### src/rtl/mem_pkg.sv
// Shared encodings for the CPU-side data RAM initiator: access sizes (RAM data_length
// values), completion codes and controller states.
package mem_pkg;

   typedef enum logic [1:0] {
      BYTE       = 2'd0,
      HALFWORD   = 2'd1,
      WORD       = 2'd2,
      DOUBLEWORD = 2'd3
   } size_e;

   typedef enum logic [1:0] {
      ERR_OK       = 2'b00,
      ERR_MISALIGN = 2'b01,
      ERR_RISE_TO  = 2'b10,
      ERR_FALL_TO  = 2'b11
   } err_e;

   typedef enum logic [2:0] {
      IDLE,
      SETUP,
      ASSERT,
      RELEASE,
      DONE
   } state_e;

   function automatic logic misaligned(input size_e size, input logic [2:0] low);
      case (size)
         HALFWORD:   misaligned = low[0];
         WORD:       misaligned = |low[1:0];
         DOUBLEWORD: misaligned = |low;
         default:    misaligned = 1'b0;
      endcase
   endfunction

endpackage

### src/rtl/mem_load_format.sv
// Builds the 64-bit load result from the captured RAM beats: sign/zero extension for
// BYTE/HALFWORD/WORD, plain concatenation for DOUBLEWORD.
module mem_load_format
   import mem_pkg::*;
(
   input  size_e       size,
   input  logic        sign_ext,
   input  logic [31:0] beat0,
   input  logic [31:0] beat1,
   output logic [63:0] rdata
);

   always_comb begin
      rdata = '0;
      case (size)
         BYTE:     rdata = {{56{sign_ext & beat0[7]}},  beat0[7:0]};
         HALFWORD: rdata = {{48{sign_ext & beat0[15]}}, beat0[15:0]};
         WORD:     rdata = {{32{sign_ext & beat0[31]}}, beat0};
         default:  rdata = {beat0, beat1};
      endcase
   end

endmodule

### src/rtl/mem_access_ctrl.sv
// Load/store initiator for the byte-addressed data RAM: four-phase enable/MFC handshake
// with per-edge timeout; doublewords are issued as two WORD beats at addr and addr+4.
module mem_access_ctrl
   import mem_pkg::*;
#(
   parameter int unsigned ADDR_W  = 9,
   parameter int unsigned TIMEOUT = 16
) (
   input  logic              clk,
   input  logic              reset_n,
   input  logic              req,
   input  logic              req_rw,
   input  logic [1:0]        req_size,
   input  logic              req_signed,
   input  logic [ADDR_W-1:0] req_addr,
   input  logic [63:0]       req_wdata,
   output logic              busy,
   output logic              done,
   output logic              err,
   output logic [1:0]        err_code,
   output logic [63:0]       rdata,
   output logic              mem_enable,
   output logic              mem_read_write,
   output logic [1:0]        mem_data_length,
   output logic [ADDR_W-1:0] mem_address,
   output logic [31:0]       mem_wdata,
   input  logic [31:0]       mem_rdata,
   input  logic              mem_mfc
);

   localparam int unsigned TW = (TIMEOUT > 1) ? $clog2(TIMEOUT) : 1;

   state_e            state;
   logic [TW-1:0]     timer;
   logic              beat;
   logic              rw_q;
   size_e             size_q;
   logic              sign_q;
   logic [ADDR_W-1:0] addr_q;
   logic [31:0]       wdata_lo_q;
   logic [31:0]       beat0_q;
   logic [31:0]       beat1_q;
   logic [63:0]       load_value;
   size_e             req_size_e;
   logic              timer_expired;

   assign req_size_e    = size_e'(req_size);
   assign timer_expired = (timer == TW'(TIMEOUT - 1));

   // Doubleword stores send the upper word first, at the lower address.
   function automatic logic [31:0] first_beat_wdata(input size_e size, input logic [63:0] wdata);
      case (size)
         BYTE:     first_beat_wdata = {24'b0, wdata[7:0]};
         HALFWORD: first_beat_wdata = {16'b0, wdata[15:0]};
         WORD:     first_beat_wdata = wdata[31:0];
         default:  first_beat_wdata = wdata[63:32];
      endcase
   endfunction

   function automatic size_e ram_length(input size_e size);
      ram_length = (size == DOUBLEWORD) ? WORD : size;
   endfunction

   mem_load_format u_format (
      .size     (size_q),
      .sign_ext (sign_q),
      .beat0    (beat0_q),
      .beat1    (beat1_q),
      .rdata    (load_value)
   );

   always_ff @(posedge clk or negedge reset_n) begin
      if (!reset_n) begin
         state           <= IDLE;
         timer           <= '0;
         beat            <= 1'b0;
         rw_q            <= 1'b1;
         size_q          <= BYTE;
         sign_q          <= 1'b0;
         addr_q          <= '0;
         wdata_lo_q      <= '0;
         beat0_q         <= '0;
         beat1_q         <= '0;
         busy            <= 1'b0;
         done            <= 1'b0;
         err             <= 1'b0;
         err_code        <= ERR_OK;
         rdata           <= '0;
         mem_enable      <= 1'b0;
         mem_read_write  <= 1'b1;
         mem_data_length <= '0;
         mem_address     <= '0;
         mem_wdata       <= '0;
      end else begin
         case (state)
            IDLE: begin
               timer <= '0;
               if (req) begin
                  busy <= 1'b1;
                  if (misaligned(req_size_e, req_addr[2:0])) begin
                     state    <= DONE;
                     done     <= 1'b1;
                     err      <= 1'b1;
                     err_code <= ERR_MISALIGN;
                  end else begin
                     state           <= SETUP;
                     beat            <= 1'b0;
                     rw_q            <= req_rw;
                     size_q          <= req_size_e;
                     sign_q          <= req_signed;
                     addr_q          <= req_addr;
                     wdata_lo_q      <= req_wdata[31:0];
                     mem_read_write  <= req_rw;
                     mem_data_length <= ram_length(req_size_e);
                     mem_address     <= req_addr;
                     mem_wdata       <= first_beat_wdata(req_size_e, req_wdata);
                  end
               end
            end

            SETUP: begin
               mem_enable <= 1'b1;
               state      <= ASSERT;
               timer      <= '0;
            end

            ASSERT: begin
               if (mem_mfc) begin
                  if (!beat) beat0_q <= mem_rdata;
                  else       beat1_q <= mem_rdata;
                  mem_enable <= 1'b0;
                  state      <= RELEASE;
                  timer      <= '0;
               end else if (timer_expired) begin
                  mem_enable <= 1'b0;
                  state      <= DONE;
                  done       <= 1'b1;
                  err        <= 1'b1;
                  err_code   <= ERR_RISE_TO;
                  timer      <= '0;
               end else begin
                  timer <= timer + 1'b1;
               end
            end

            RELEASE: begin
               if (!mem_mfc) begin
                  timer <= '0;
                  if (size_q == DOUBLEWORD && !beat) begin
                     beat        <= 1'b1;
                     mem_address <= addr_q + ADDR_W'(4);
                     mem_wdata   <= wdata_lo_q;
                     state       <= SETUP;
                  end else begin
                     state <= DONE;
                     done  <= 1'b1;
                     if (rw_q) rdata <= load_value;
                  end
               end else if (timer_expired) begin
                  state    <= DONE;
                  done     <= 1'b1;
                  err      <= 1'b1;
                  err_code <= ERR_FALL_TO;
                  timer    <= '0;
               end else begin
                  timer <= timer + 1'b1;
               end
            end

            DONE: begin
               done     <= 1'b0;
               busy     <= 1'b0;
               err      <= 1'b0;
               err_code <= ERR_OK;
               state    <= IDLE;
               timer    <= '0;
            end

            default: begin
               state <= IDLE;
               timer <= '0;
            end
         endcase
      end
   end

endmodule

### config.mk
export PLATFORM = sky130hd
export DESIGN_NAME = mem_access_ctrl
export DESIGN_NICKNAME = d
export VERILOG_FILES = /design/src/rtl/mem_pkg.sv /design/src/rtl/mem_load_format.sv /design/src/rtl/mem_access_ctrl.sv
export SDC_FILE = /design/constraint.sdc
export NUM_CORES = 1
export LEC_CHECK = 0
export ABC_AREA = 1
export CORE_ASPECT_RATIO = 0.75
export CORE_MARGIN = 2
export CORE_UTILIZATION = 37
export DETAILED_ROUTE_END_ITERATION = 16
export PLACE_DENSITY = 0.62
export SLEW_MARGIN = 15
export SYNTH_ARGS = -nofsm -noshare
export SYNTH_HDL_FRONTEND = slang
export SYNTH_SLANG_ARGS = --single-unit
### constraint.sdc
create_clock -name clk -period 2.2 [get_ports clk]
set_clock_uncertainty 0.15 [all_clocks]
set_input_delay 0.55 -clock clk [delete_from_list [all_inputs] [get_ports clk]]
set_output_delay 0.55 -clock clk [all_outputs]
set_load 0.02 [all_outputs]
==> flow_summary.ini <==
[clock_tree]
root_buffer = clkbuf_16
htreeDepth = 1
cts_buffers = 24
post_cts_buffers = 0
cts_tree = built
clock_latency_ps = 520
clkSinkCount = 230
cts_buffer_depth = 3
path_clk_slew_ps = 60

[synth]
syn_area_per_cell_um2 = 8.01
synth_top_cell_area_share = 0.537
yosys.area_share.simple = 0.252
synth_adder_area_share = 0.00235
synthMostInstantiatedCell = nand2_1
synth_top_family_by_area = simple AND/OR/NAND/NOR gates
synth_top_cells_by_count = 528 x nand2_1, 229 x dfrtp_1, 123 x o21ai_0, 96 x inv_1, 61 x nand3_1
netlist_area_um2 = 10700
seq_area_frac_synth = 0.540
synth_edf_count = 0
synth-xor-area-share = 0.00164
netlist_top_cells_area = dfrtp_1 54%, nand2_1 19%, o21ai_0 5.8%, inv_1 3.4%, nand3_1 2.9%
synthMuxAreaShare = 0
synth_cells = 1332
yosysUniqueCellTypes = 34
synth_top_cell_by_area = dfrtp_1
ys_ff_latch = 230
synth_compound_area_frac = 0.131
syn_nets = 1447
async_reset_ff_frac = 1.00
yosys_warnings = 0
ys.flop_type = dfrtp_1

[hold_path]
hold_class = flop to flop
min_from = rdata[8]$_DFFE_PN0P_
hold_path_depth = 2
hold_end = rdata[8]$_DFFE_PN0P_

[cells_and_area]
fill_cells = 2711
syn2layout_area_growth_pct = 35.7
stdcell_count = 1971
fin_nets = 1686
fin_util = 0.514
drive_gt1_frac = 0.0808

[die]
die-area_um2 = 30200
start_util = 0.379
core_um2 = 28200
die_h_um = 151
die_x_um = 200
rows = 53
ios = 227

[drt]
dr.pass1.iters = 5
wl_met1_um = 15000
dr_wl_met2_um = 13200
drc_errors = 0
routedWlPerCell_um = 15.4
via_per_inst = 4.76
vias = 9380
topRoutingLayerUsed = met4
wl_met3_um = 1510
ant_nets = 0
drt_iter0_markers = 598
drt_wl_total_um = 30300

[critical_path]
crit_slowest_cell = clkdlybuf4s50_1
path_max_fanout = 2
r2r_slack_ps = 330
cp-start-kind = flop
r2r_end = mem_address[4]$_DFFE_PN0P_
rr_worst_depth = 7
path_buf_inv = 1
worstPathArrival_ps = 1470
worstSetupPathType = flop to primary output
reg2reg_from = state[2]$_DFFE_PN0N_
slowest_delay_ps = 610
path_cells = clkdlybuf4s50_1
crit_required_ps = 1500
crit_family = buffers and inverters
end_kind = primary output

[sta]
setup_viol = 0
tightest_slew_ps = 603
clock.fmax_mhz = 462
hold_violations = 0
fin_crit_ps = 2170
setup_ws_ps = 33.8
rsz0062_at_grt = no
post-route-period-util = 0.985
hold_ws_ps = 314
slew_violations = 0
slew_headroom = 0.597

[job]
cap_violations = 0

[power]
max-vdd-ir-drop_mv = 0.515
p_comb_frac = 0.379
power_switching_share = 0.379
p_leak_uw = 0.00806
power.internal_uw = 11000
seq_power_share = 0.389
pwr-share-clk = 0.233
p_sw_uw = 6730
powerDensity_nw_per_um2 = 1230

[global_route]
grt_max_degree = 65
antenna_found_initial = 1
grtUsageTotal = 0.204
grt_pass1_wl_um = 48700
grt-ovfl-total = 0
grt_pass1_vias = 9068

[placement]
dp_hpwl_um = 21200
placed_cells = 1929
port_buffers = 226
gp_congestion = 0.847
place_ws_ps = -220

[status]
status = finished, final reports clean
[area by class of cell]
class,instances,area [um2],share of cell area
timing repair buffer,287,2920,0.202
multi-input combinational,926,4130,0.285
sequential,230,5760,0.398
tap,385,482,0.0333
antenna,1,2.50,0.000173
clock inverter,5,75.1,0.00518
clock buffer,35,723,0.0499
inverter,102,383,0.0264
[stage by stage]
stage               setup TNS, ps  area [um2]  power, uW
floorplan                       0       10700      11000
global placement            -9910       13700      14000
detailed placement         -13890       13700      14100
CTS                             0       14400      18000
global route                    0       14500      19100
finish                          0       14500      17800
[power by group through the flow]
stage,registers (uW),clock network [uW],logic (uW)
floorplan,7650,0,3310
global placement,6960,0,7060
detailed placement,6980,0,7170
CTS,6920,4260,6870
global route,7120,4450,7530
finish,6910,4140,6730
[layer usage]
metal,track usage,vias to the layer above
met5,0,-
met4,0.0407,0
met3,0.0298,39
met2,0.314,220
met1,0.305,4409
li1,-,4712
[sequential cells by signal, summed over array words and instances, names as in the netlist, 2 cells and up]
signal and flops:
rdata 64, beat0_q 32, beat1_q 32, mem_wdata 32, wdata_lo_q 32, addr_q 9, mem_address 9, timer 4
state 3, err_code 2, mem_data_length 2, size_q 2
[placed cells by master, fill, tap and decap left out, types with 2 or more instances in the layout]
master,synthesis,final
nand2_1,528,528
dfrtp_1,229,229
o21ai_0,123,123
clkdlybuf4s50_1,0,117
inv_1,96,96
dlygate4sd2_1,0,73
nand3_1,61,60
o21ai_1,54,54
nor2_1,51,51
buf_4,5,44
dlymetal6s2s_1,0,35
clkbuf_16,0,25
a21oi_1,22,22
o21bai_1,19,19
a21boi_0,17,17
buf_12,0,16
or2_2,8,9
o211ai_1,8,8
a31oi_1,8,8
nand2_2,7,7
inv_2,6,6
clkbuf_8,0,6
clkbuf_1,21,4
nand4_1,3,3
clkinv_2,0,3
nor2_2,2,2
nor3_1,2,2
nand3_2,2,2
nor2_4,2,2
ha_1,2,2
bufinv_16,0,2
[how the worst max path moves through the flow]
stage | from | end | cells past startpoint
after floorplan | req_addr[0] | mem_address[0]$_DFFE_PN0P_ | 10
after global placement | req_size[0] | mem_wdata[19]$_DFFE_PN0P_ | 9
after detailed placement | req_size[0] | mem_wdata[19]$_DFFE_PN0P_ | 9
after CTS | mem_wdata[9]$_DFFE_PN0P_ | mem_wdata[9] | 1
after global routing | mem_wdata[19]$_DFFE_PN0P_ | mem_wdata[19] | 1
final | mem_wdata[26]$_DFFE_PN0P_ | mem_wdata[26] | 1
[cells by family after synthesis]
logic type      after synthesis
compound gates              253
xor+xnor                      2
fa+ha+maj                     2
buf+inv                     176
flops                       230
simple gates                669
[worst reg2reg max path, cell delays in order, from the launching register on]
cell and delay (ps):
dfrtp_1 500, nor3_4 310, nand2_2 90, nand2_2 80, nand2_2 80, inv_2 400
nand2_1 130, nand2_1 90
[repair_timing]
action | CTS | global route
endpoints found under the setup margin | 73 | 35
gates resized for setup | 73 | 35
gates cloned | 0 | 0
hold endpoints to repair | 30 | 0
hold buffers | 1 | 0
Note: power is estimated with default switching activity, not from simulation.
